## src/rtl/line_clear_ctrl.sv

```systemverilog
// Line-clear sequencer: scans playfield rows bottom-to-top after a piece locks,
// collapses every full row by advancing all rows at or above it, and arbitrates grid writes.
module line_clear_ctrl #(
   parameter int ROWS = 20,
   parameter int CW   = 5
) (
   input  logic            clk,
   input  logic            reset,
   input  logic            start,
   input  logic [ROWS-1:0] row_full,
   input  logic            wr_req,
   output logic            wr_gnt,
   output logic [ROWS-1:0] advance,
   output logic            busy,
   output logic            done,
   output logic [CW-1:0]   lines_cleared
);

   typedef enum logic [1:0] {IDLE, SCAN, SHIFT, DONE} state_t;

   state_t        state;
   logic [CW-1:0] r;
   logic [ROWS-1:0] shift_mask;

   // Rows 0..r take the contents of the row above; row 0 loads the tied-off empty row.
   always_comb begin
      shift_mask = '0;
      for (int i = 0; i < ROWS; i++) begin
         shift_mask[i] = (CW'(i) <= r);
      end
   end

   // The piece writer only gets the grid while idle and not in the cycle a pass is launched.
   assign wr_gnt = wr_req && (state == IDLE) && !start && !reset;

   // A SHIFT always returns to SCAN at the same row, so the row that slid down is re-checked.
   always_ff @(posedge clk) begin
      if (reset) begin
         state         <= IDLE;
         r             <= CW'(ROWS - 1);
         advance       <= '0;
         busy          <= 1'b0;
         done          <= 1'b0;
         lines_cleared <= '0;
      end else begin
         advance <= '0;
         done    <= 1'b0;
         case (state)
            IDLE: begin
               if (start) begin
                  lines_cleared <= '0;
                  r             <= CW'(ROWS - 1);
                  busy          <= 1'b1;
                  state         <= SCAN;
               end
            end
            SCAN: begin
               if (row_full[r]) begin
                  advance <= shift_mask;
                  state   <= SHIFT;
               end else if (r == '0) begin
                  done  <= 1'b1;
                  state <= DONE;
               end else begin
                  r <= r - 1'b1;
               end
            end
            SHIFT: begin
               if (lines_cleared != '1) begin
                  lines_cleared <= lines_cleared + 1'b1;
               end
               state <= SCAN;
            end
            DONE: begin
               busy  <= 1'b0;
               state <= IDLE;
            end
            default: begin
               busy  <= 1'b0;
               state <= IDLE;
            end
         endcase
      end
   end

endmodule

```

## config.mk

```make
export PLATFORM = sky130hd
export DESIGN_NAME = line_clear_ctrl
export DESIGN_NICKNAME = d
export VERILOG_FILES = /design/src/rtl/line_clear_ctrl.sv
export SDC_FILE = /design/constraint.sdc
export NUM_CORES = 1
export LEC_CHECK = 0
export ABC_AREA = 0
export BUFFER_PORTS_ARGS = -buffer_cell sky130_fd_sc_hd__buf_4
export CAP_MARGIN = 20
export CELL_PAD_IN_SITES_DETAIL_PLACEMENT = 0
export CELL_PAD_IN_SITES_GLOBAL_PLACEMENT = 2
export CORE_MARGIN = 1.5
export CORE_UTILIZATION = 28
export DETAILED_ROUTE_END_ITERATION = 12
export MAX_ROUTING_LAYER = met4
export PLACE_DENSITY_LB_ADDON = 0.1
export SLEW_MARGIN = 20
export SYNTH_ARGS = -nofsm -noshare
export SYNTH_HDL_FRONTEND = slang
export SYNTH_SLANG_ARGS = --single-unit
```

## constraint.sdc

```tcl
create_clock -name clk -period 2.6 [get_ports clk]
set_input_delay 0.13 -clock clk [delete_from_list [all_inputs] [get_ports clk]]
set_output_delay 0.13 -clock clk [all_outputs]
set_load 0.01 [all_outputs]
```

# Yosys cells after proc, flatten, opt, wreduce, memory -nomap -nowiden
# Index checks and enable logic that the tools add are counted.
# Widths: inputs -> output; s select.
classes:
  add_sub_neg: 2
  mul: 0
  div_mod_pow: 0
  n_lt_le_gt_ge: 21
  eq_ne: 9
  shifts: 0
  muxes: 16
  n_bitwise: 2
  n_reduce_logical: 16
op_table:
  columns: ["op", "n"]
  rows:
  - ["$le 4x5->1 const A", 8]
  - ["$mux 5", 5]
  - ["$le 3x5->1 const A", 4]
  - ["$le 5x5->1 const A", 4]
  - ["$pmux 5 s2", 2]
  - ["$le 1x5->1 const A", 2]
  - ["$le 2x5->1 const A", 2]
  - ["$ne 2x2->1 const B", 4]
  - ["$pmux 2 s4", 1]
  - ["$lt 5x6->1 const B", 1]
  - ["$mux 2", 3]
  - ["$reduce_bool 2->1", 3]
  - ["$reduce_or 3->1", 2]
  - ["$add 5x1->5 const B", 1]
  - ["$bmux 1 s5", 1]
  - ["$logic_not 5->1", 1]
  - ["$ne 5x5->1 const B", 1]
  - ["$sub 5x1->5 const B", 1]
  - ["$eq 2x2->1 const B", 2]
  - ["$reduce_and 2->1", 2]
  - ["$reduce_and 4->1", 1]
  - ["$logic_and 1x1->1", 3]
  - ["$mux 1", 3]
  - ["$ne 3x3->1 const B", 1]
  - ["6 further kinds", 8]
totals:
  reg_bits: 34
  latch_bits: 0
  ramBits: 0
  rom_bits: 0
  input_bits: 24
  out_inout_bits: 28
  wordCells: 72
  memories: 0

# Depth between registers and ports, before layout
# Gate-level depths: netlist of the first run.
depth:
  ltp_word: 4
  ltp_mapped: 8
  ltp_nobuf: 7

# Worst setup path before layout of the first run
# OpenSTA, ideal clock, no wires.
synth_timing:
  path_kind: "reg2reg"
  from: "register r[0]"
  to: "register r[3]"
  setup_time_ns: 0.070
  arrival_time_ns: 1.992
  required_time_ns: 2.530
  slack_ns: 0.538
  stages_incl_launch_ff: 8
  n_path_buf: 2
  period_less_slack_ns: 2.062
  cell_sequence: "dfxtp_1 > buf_6 > buf_6 > mux4_2 > nand3_2 > o221ai_4 > or4_1 > a21oi_1"
synth_between:
  elab_chain_len: 4
  elab_cells_between_ends: 10
  classes_between: "add/sub (1); eq/ne (2); mux (5); reduce/logical (2)"
synth_lines:
  columns: ["element", "line_no", "source"]
  rows:
  - ["start: declaration", "22", "logic [CW-1:0] r;"]
  - ["start signal: assignment", "40", "r <= CW'(ROWS - 1);"]
  - ["start signal: assignment", "52", "r <= CW'(ROWS - 1);"]
  - ["start signal: assignment", "65", "r <= r - 1'b1;"]
  - ["$bmux 1 s5 / $sub 5x1->5 (equally long branches)", "58, 65", null]
  - ["$mux 1 (not written as such) / $mux 5 (equally long branches)", "58, 61", null]
  - ["$ne 2x2->1 (no source line) / $mux 5 (equally long branches)", null, null]
  - ["$reduce_and 4->1 (no source line) / $pmux 5 s2 (equally long branches)", null, null]
# Several ways; a longest one is shown, not always the timed one. The select of a mux whose other input is x is not followed.
# A chain may end at the register's enable or synchronous reset.

# Final worst setup path of the first run
# Same ends and word-level chain as after synthesis.

==> flow_metrics.py, run 1 <==
metrics = {
    "route": {
        "drc": 0,
        "final_antenna_net_count": 0,
        "drt_iter0_drc": 65,
        "routed-via-count": 1385,
        "firstDrtPassIters": 4,
        "wl_per_cell_um": 13.0,
        "detail_route.vias_per_cell": 4.65,
        "drt-total-wl_um": 3860,
    },
    "clock_network": {
        "worstSkewPairLatency_ns": 0.28,
        "root_buffer": "clkbuf_8",
        "tritoncts": "built",
        "ctsLongestPathBuffers": 2,
        "clkTransAtPathRegs_ns": 0.07,
        "cts_buffers": 5,
        "cts_setup_buffers": 0,
        "cts_max_level": 2,
        "cts_resized": 0,
        "holdBufCountCts": 0,
        "clock_sinks": 34,
    },
    "layout": {
        "layout.nets": 255,
        "drive_gt1_share_pct": 30.1,
        "layout_common_cells": "55 x buf_4, 34 x dfxtp_1, 23 x a21oi_1",
        "area_growth_pct": 34.5,
        "final_common_cell": "buf_4",
        "final_cell_area_um2": 2100,
        "n_antenna_cell": 0,
    },
    "floorplan": {
        "die_area_um2": 6040,
        "die_h_um": 77.7,
        "num_rows": 27,
        "pin_count": 52,
        "start_util_pct": 28.7,
        "core_region_area_um2": 5440,
        "die_width_um": 77.7,
    },
    "sta": {
        "maxSlewViolCount": 0,
        "hold_viol": 0,
        "skew_ns": 0.00468,
        "rsz0062_at_grt": "no",
        "setup_violations": 0,
        "slew_headroom_pct": 61.1,
        "fmax_mhz": 443,
        "fin_crit_sh_pct": 86.9,
        "worst_pin_slew_ns": 0.582,
        "layout_min_cycle_time_ns": 2.26,
        "fin_tns_setup_ns": 0,
    },
    "critical_path": {
        "worstPathRequired_ns": 2.81,
        "worst_setup_path_end_kind": "flip-flop",
        "worstSetupStartpointType": "flip-flop",
        "critPathArrivalTime_ns": 2.47,
        "path_max_fanout": 11,
        "critical_path_class": "flip-flop to flip-flop",
        "r2r_slack_ns": 0.34,
    },
    "logic_synthesis": {
        "synth_xor_area_share_pct": 1.68,
        "synth_cell_type_count": 36,
        "ys_warn_count": 0,
        "synthesis.area_um2": 1560,
        "synth_nets": 203,
        "synth_fa_ha_area_share_pct": 4.80,
        "synth_top_family_by_area": "simple AND/OR/NAND/NOR gates",
        "synth.area.mux_share_pct": 9.45,
        "synth_simple_gate_area_share_pct": 18.7,
        "avgSynthCellArea_um2": 9.03,
        "synth_seq_cells": 34,
        "netlist_instances": 173,
        "synth-seq-area-share_pct": 43.6,
        "synth_compound_area_share_pct": 16.4,
    },
    "global_routing": {
        "grt_max_degree": 21,
        "track_usage_pct": 13.9,
        "grt_overflow": 0,
        "grt_pass1_wl_um": 6420,
        "antenna_found_initial": 0,
        "first_global_vias": 1335,
    },
    "power": {
        "p_leak_nw": 0.993,
        "p_total_mw": 1.09,
        "ir_drop_v": 0.000183,
        "p_per_area_nw_per_um2": 521,
    },
    "place": {
        "gp_congestion": 0.894,
        "portBuffers": 51,
        "hpwl_um": 2840,
        "placed_area_um2": 2010,
    },
    "run_status": {
        "status": "completed",
    },
    "hold_path": {
        "hp-class": "input port to flip-flop",
    },
    "flow_run": {
        "drv_cap": 0,
    },
}
[cells in the mapped netlist, drive strengths merged]
cell type  count  area share (%)
nand2         13             3.1
buf            4             2.1
or4            1            0.48
nand2b         4             1.6
nor3b          1            0.48
xnor2          1            0.56
nor2          21             5.0
o41ai          1            0.56
dfxtp         34              44
o221a          1            0.72
o22ai          1            0.40
nand3b         1            0.48
o221ai         1             1.7
nand3          5             1.9
a31oi          2            0.80
mux4           3             4.3
and3           2            0.80
nor2b          1            0.40
or3            1            0.40
a21o           3             1.4
clkinv         1            0.24
nand4          3             1.2
clkbuf         6             1.4
and4           2             1.1
inv            7             1.7
a21oi         23             7.4
o31ai          1            0.48
o21ai          6             1.9
mux2i          8             5.1
nor3           5             1.6
o311ai         1            0.56
ha             6             4.8
o21bai         1            0.48
xor2           2             1.1
[area by class of cell]
| class | instances | area [um2] |
|---|---|---|
| tap | 72 | 90.1 |
| clock buffer | 7 | 86.3 |
| clock inverter | 1 | 5.00 |
| sequential | 34 | 681 |
| timing repair buffer | 55 | 413 |
| inverter | 8 | 30.0 |
| fill | 571 | 3340 |
| multi-input combinational | 121 | 797 |
[cell families after synthesis]
logic type / count (synthesis)
buffers and inverters: 18
multiplexers: 11
adder cells (fa/ha/maj): 6
AO/OA/AOI/OAI: 41
XOR/XNOR: 3
AND/OR/NAND/NOR: 60
flip-flops: 34
[registers in the layout (all words and copies together), names as in the netlist]
register,count
lines_cleared,5
state,2
advance,20
r,5
done,1
busy,1
[per-stage QoR]
step / setup slack (ns) / std cells / hold WS, ns / util [%]
floorplan: 0.538 / 173 / 0.277 / -
finish: 0.342 / 298 / 0.0774 / 38.6
detailed placement: 0.337 / 290 / 0.364 / 37.0
CTS: 0.322 / 298 / 0.0588 / 38.6
global placement: 0.385 / 290 / 0.366 / 37.0
global route: 0.176 / 298 / 0.0848 / 38.6
[worst paths after layout]
path	cells past startpoint	endpoint	startpoint
worst max register to register	5	r[3]	r[0]
worst min-delay path	2	lines_cleared[1]	reset
worst max-delay path	5	r[3]	r[0]
worst min register to register	2	lines_cleared[4]	lines_cleared[4]
[worst max-delay path: stages (launching register included)]
cell and delay (ns):
dfxtp_1 0.67, mux4_2 0.58, nand3_2 0.12, o221ai_4 0.15, or4_1 0.52, a21oi_1 0.15
[metal layers]
layer	track usage, %	share of wire, %
met1	17.3	47
met2	21.7	45
met3	3.18	6.6
met4	5.64	1.2
met5	-	0
[power breakdown]
part / total (mW) / switching [mW] / internal, mW
Sequential: 0.553 / 0.0125 / 0.540
Clock: 0.397 / 0.184 / 0.214
Combinational: 0.144 / 0.0687 / 0.0758
(Power assumes the default switching activity.)
==> run 2, diff against run 1 <==
BUFFER_PORTS_ARGS = -buffer_cell sky130_fd_sc_hd__clkbuf_2   (was -buffer_cell sky130_fd_sc_hd__buf_4)
RECOVER_POWER = 25   (was not set)
==> run 2 against run 1 <==
Register-to-register slack barely moved. Sequential cell count unchanged. Fmax is 0.32% higher. Global-route usage decreased by 0.31 points. Sequential share of layout area up 2.6 points. Die area is the same. Core utilization fell by 2.9 points. Clock power fell by 6.5%. Design area down 7.4%. Critical path depth rose by 2. Combinational power shrank 14%. Critical path type unchanged. Largest cell class unchanged.
==> flow_metrics.py, run 2 (same netlist as run 1, synthesis figures left out) <==
metrics = {
    "place": {
        "hpwl_um": 2800,
        "portBuffers": 51,
        "dp_slack_ns": 0.335,
        "gp_congestion": 0.896,
    },
    "critical_path": {
        "cp_top_family": "simple AND/OR/NAND/NOR gates",
        "r2r_slack_ns": 0.35,
        "cp_slowest_cell": "dfxtp_1",
        "worstSetupStartpointType": "flip-flop",
        "slowest_delay_ns": 0.66,
        "critical_path_class": "flip-flop to flip-flop",
        "worst_setup_path_end_kind": "flip-flop",
        "reg2regPathDepth": 7,
        "worstPathRequired_ns": 2.81,
        "path_max_fanout": 11,
        "critPathBufInv": 2,
        "r2r_end": "r[3]",
        "worstReg2RegStart": "r[0]",
        "cp_cell_sequence": "buf_4 -> inv_1 -> ha_1 -> nand3b_1 -> nand2b_1 -> or4_1 -> a21oi_1",
        "startpoint": "r[0]",
        "critPathArrivalTime_ns": 2.46,
    },
    "flow_run": {
        "drv_cap": 0,
    },
    "clock_network": {
        "cts_buffers": 5,
        "cts_max_level": 2,
        "holdBufCountCts": 0,
        "cts_resized": 0,
        "ctsLongestPathBuffers": 2,
        "worstSkewPairLatency_ns": 0.28,
        "clkTransAtPathRegs_ns": 0.07,
        "tritoncts": "built",
        "cts_setup_buffers": 0,
        "root_buffer": "clkbuf_8",
        "clock_sinks": 34,
    },
    "power": {
        "p_total_mw": 1.05,
        "intPower_mw": 0.799,
        "ir_drop_v": 0.000176,
        "p_per_area_nw_per_um2": 538,
        "p_seq_share_pct": 52.8,
        "power.share.clock_pct": 35.4,
        "switchingPower_mw": 0.249,
        "switching_share_pct": 23.7,
        "p_leak_nw": 0.899,
        "p_comb_share_pct": 11.8,
    },
    "layout": {
        "area_growth_pct": 24.6,
        "n_antenna_cell": 0,
        "largest_reg_flops": 20,
        "num-fill-cells": 603,
        "regMostFlops": "advance",
        "layout_common_cells": "36 x clkbuf_2, 34 x dfxtp_1, 23 x a21oi_1",
        "top_regs": "advance: 20 flops, lines_cleared: 5 flops, r: 5 flops",
        "final_common_cell": "clkbuf_2",
        "drive_gt1_share_pct": 23.2,
        "layout.nets": 255,
    },
    "floorplan": {
        "pin_count": 52,
        "die_width_um": 77.7,
        "die_area_um2": 6040,
        "start_util_pct": 28.7,
        "core_region_area_um2": 5440,
        "die_h_um": 77.7,
        "num_rows": 27,
    },
    "global_routing": {
        "first_global_vias": 1305,
        "antenna_found_initial": 0,
        "grt_overflow": 0,
        "grt_pass1_wl_um": 6280,
        "grt_max_degree": 21,
        "track_usage_pct": 13.6,
    },
    "sta": {
        "maxSlewViolCount": 0,
        "layout_min_cycle_time_ns": 2.25,
        "fin_crit_sh_pct": 86.6,
        "rsz0062_at_grt": "no",
        "worst_pin_slew_ns": 0.541,
        "setup_violations": 0,
        "fmax_mhz": 444,
        "finalWorstSetupSlack_ns": 0.349,
        "hold_viol": 0,
        "slew_headroom_pct": 63.8,
        "skew_ns": 0.00810,
        "hold_slack_ns": 0.137,
        "fin_tns_setup_ns": 0,
    },
    "route": {
        "detail_route.vias_per_cell": 4.65,
        "wl_per_cell_um": 12.8,
        "drt-total-wl_um": 3780,
        "routed-via-count": 1377,
        "drt_iter0_drc": 44,
        "final_antenna_net_count": 0,
        "drc": 0,
        "firstDrtPassIters": 4,
    },
    "run_status": {
        "status": "completed",
    },
    "hold_path": {
        "min_from": "reset",
        "min_to": "lines_cleared[4]",
        "holdPathStages": 2,
        "hp-class": "input port to flip-flop",
    },
}
## run 2: power by group through the flow
stage          registers, mW  clock network [mW]  logic, mW
5_1_grt                0.556               0.416      0.140
6_report               0.553               0.371      0.124
4_1_cts                0.553               0.394      0.128
3_3_place_gp           0.564                   0      0.125
2_1_floorplan          0.568                   0     0.0745
3_5_place_dp           0.565                   0      0.127
## run 2: layout make-up
type,count,area [um2],area share (%)
Multi-Input combinational cell,121,797,40.9
Sequential cell,34,681,35.0
Timing Repair Buffer,55,267,13.7
Tap cell,72,90.1,4.63
Clock buffer,6,82.6,4.24
Inverter,8,30.0,1.54
## run 2: worst max path at each step
stage	endpoint	slack, ns	cells after the start
2_1_floorplan	r[3]	0.54	7
3_3_place_gp	r[3]	0.39	5
3_5_place_dp	r[3]	0.34	7
4_1_cts	r[3]	0.32	7
5_1_grt	advance[8]	0.19	6
6_report	r[3]	0.35	7
## run 2: layer usage
layer	vias up	part of all wire [%]	track usage [%]
met1	623	48	17.7
met3	6	5.2	3.53
met5	-	0	-
li1	704	-	-
met4	0	1.3	4.73
met2	44	45	20.3
## run 2: through the flow
| stage | cell area (um2) | util, % | std cells |
|---|---|---|---|
| final | 1950 | 35.8 | 296 |
| after global placement | 1880 | 34.6 | 290 |
| after global routing | 1950 | 35.8 | 296 |
| after detailed placement | 1880 | 34.6 | 290 |
| after CTS | 1970 | 36.1 | 296 |
| after floorplan | 1560 | - | 173 |
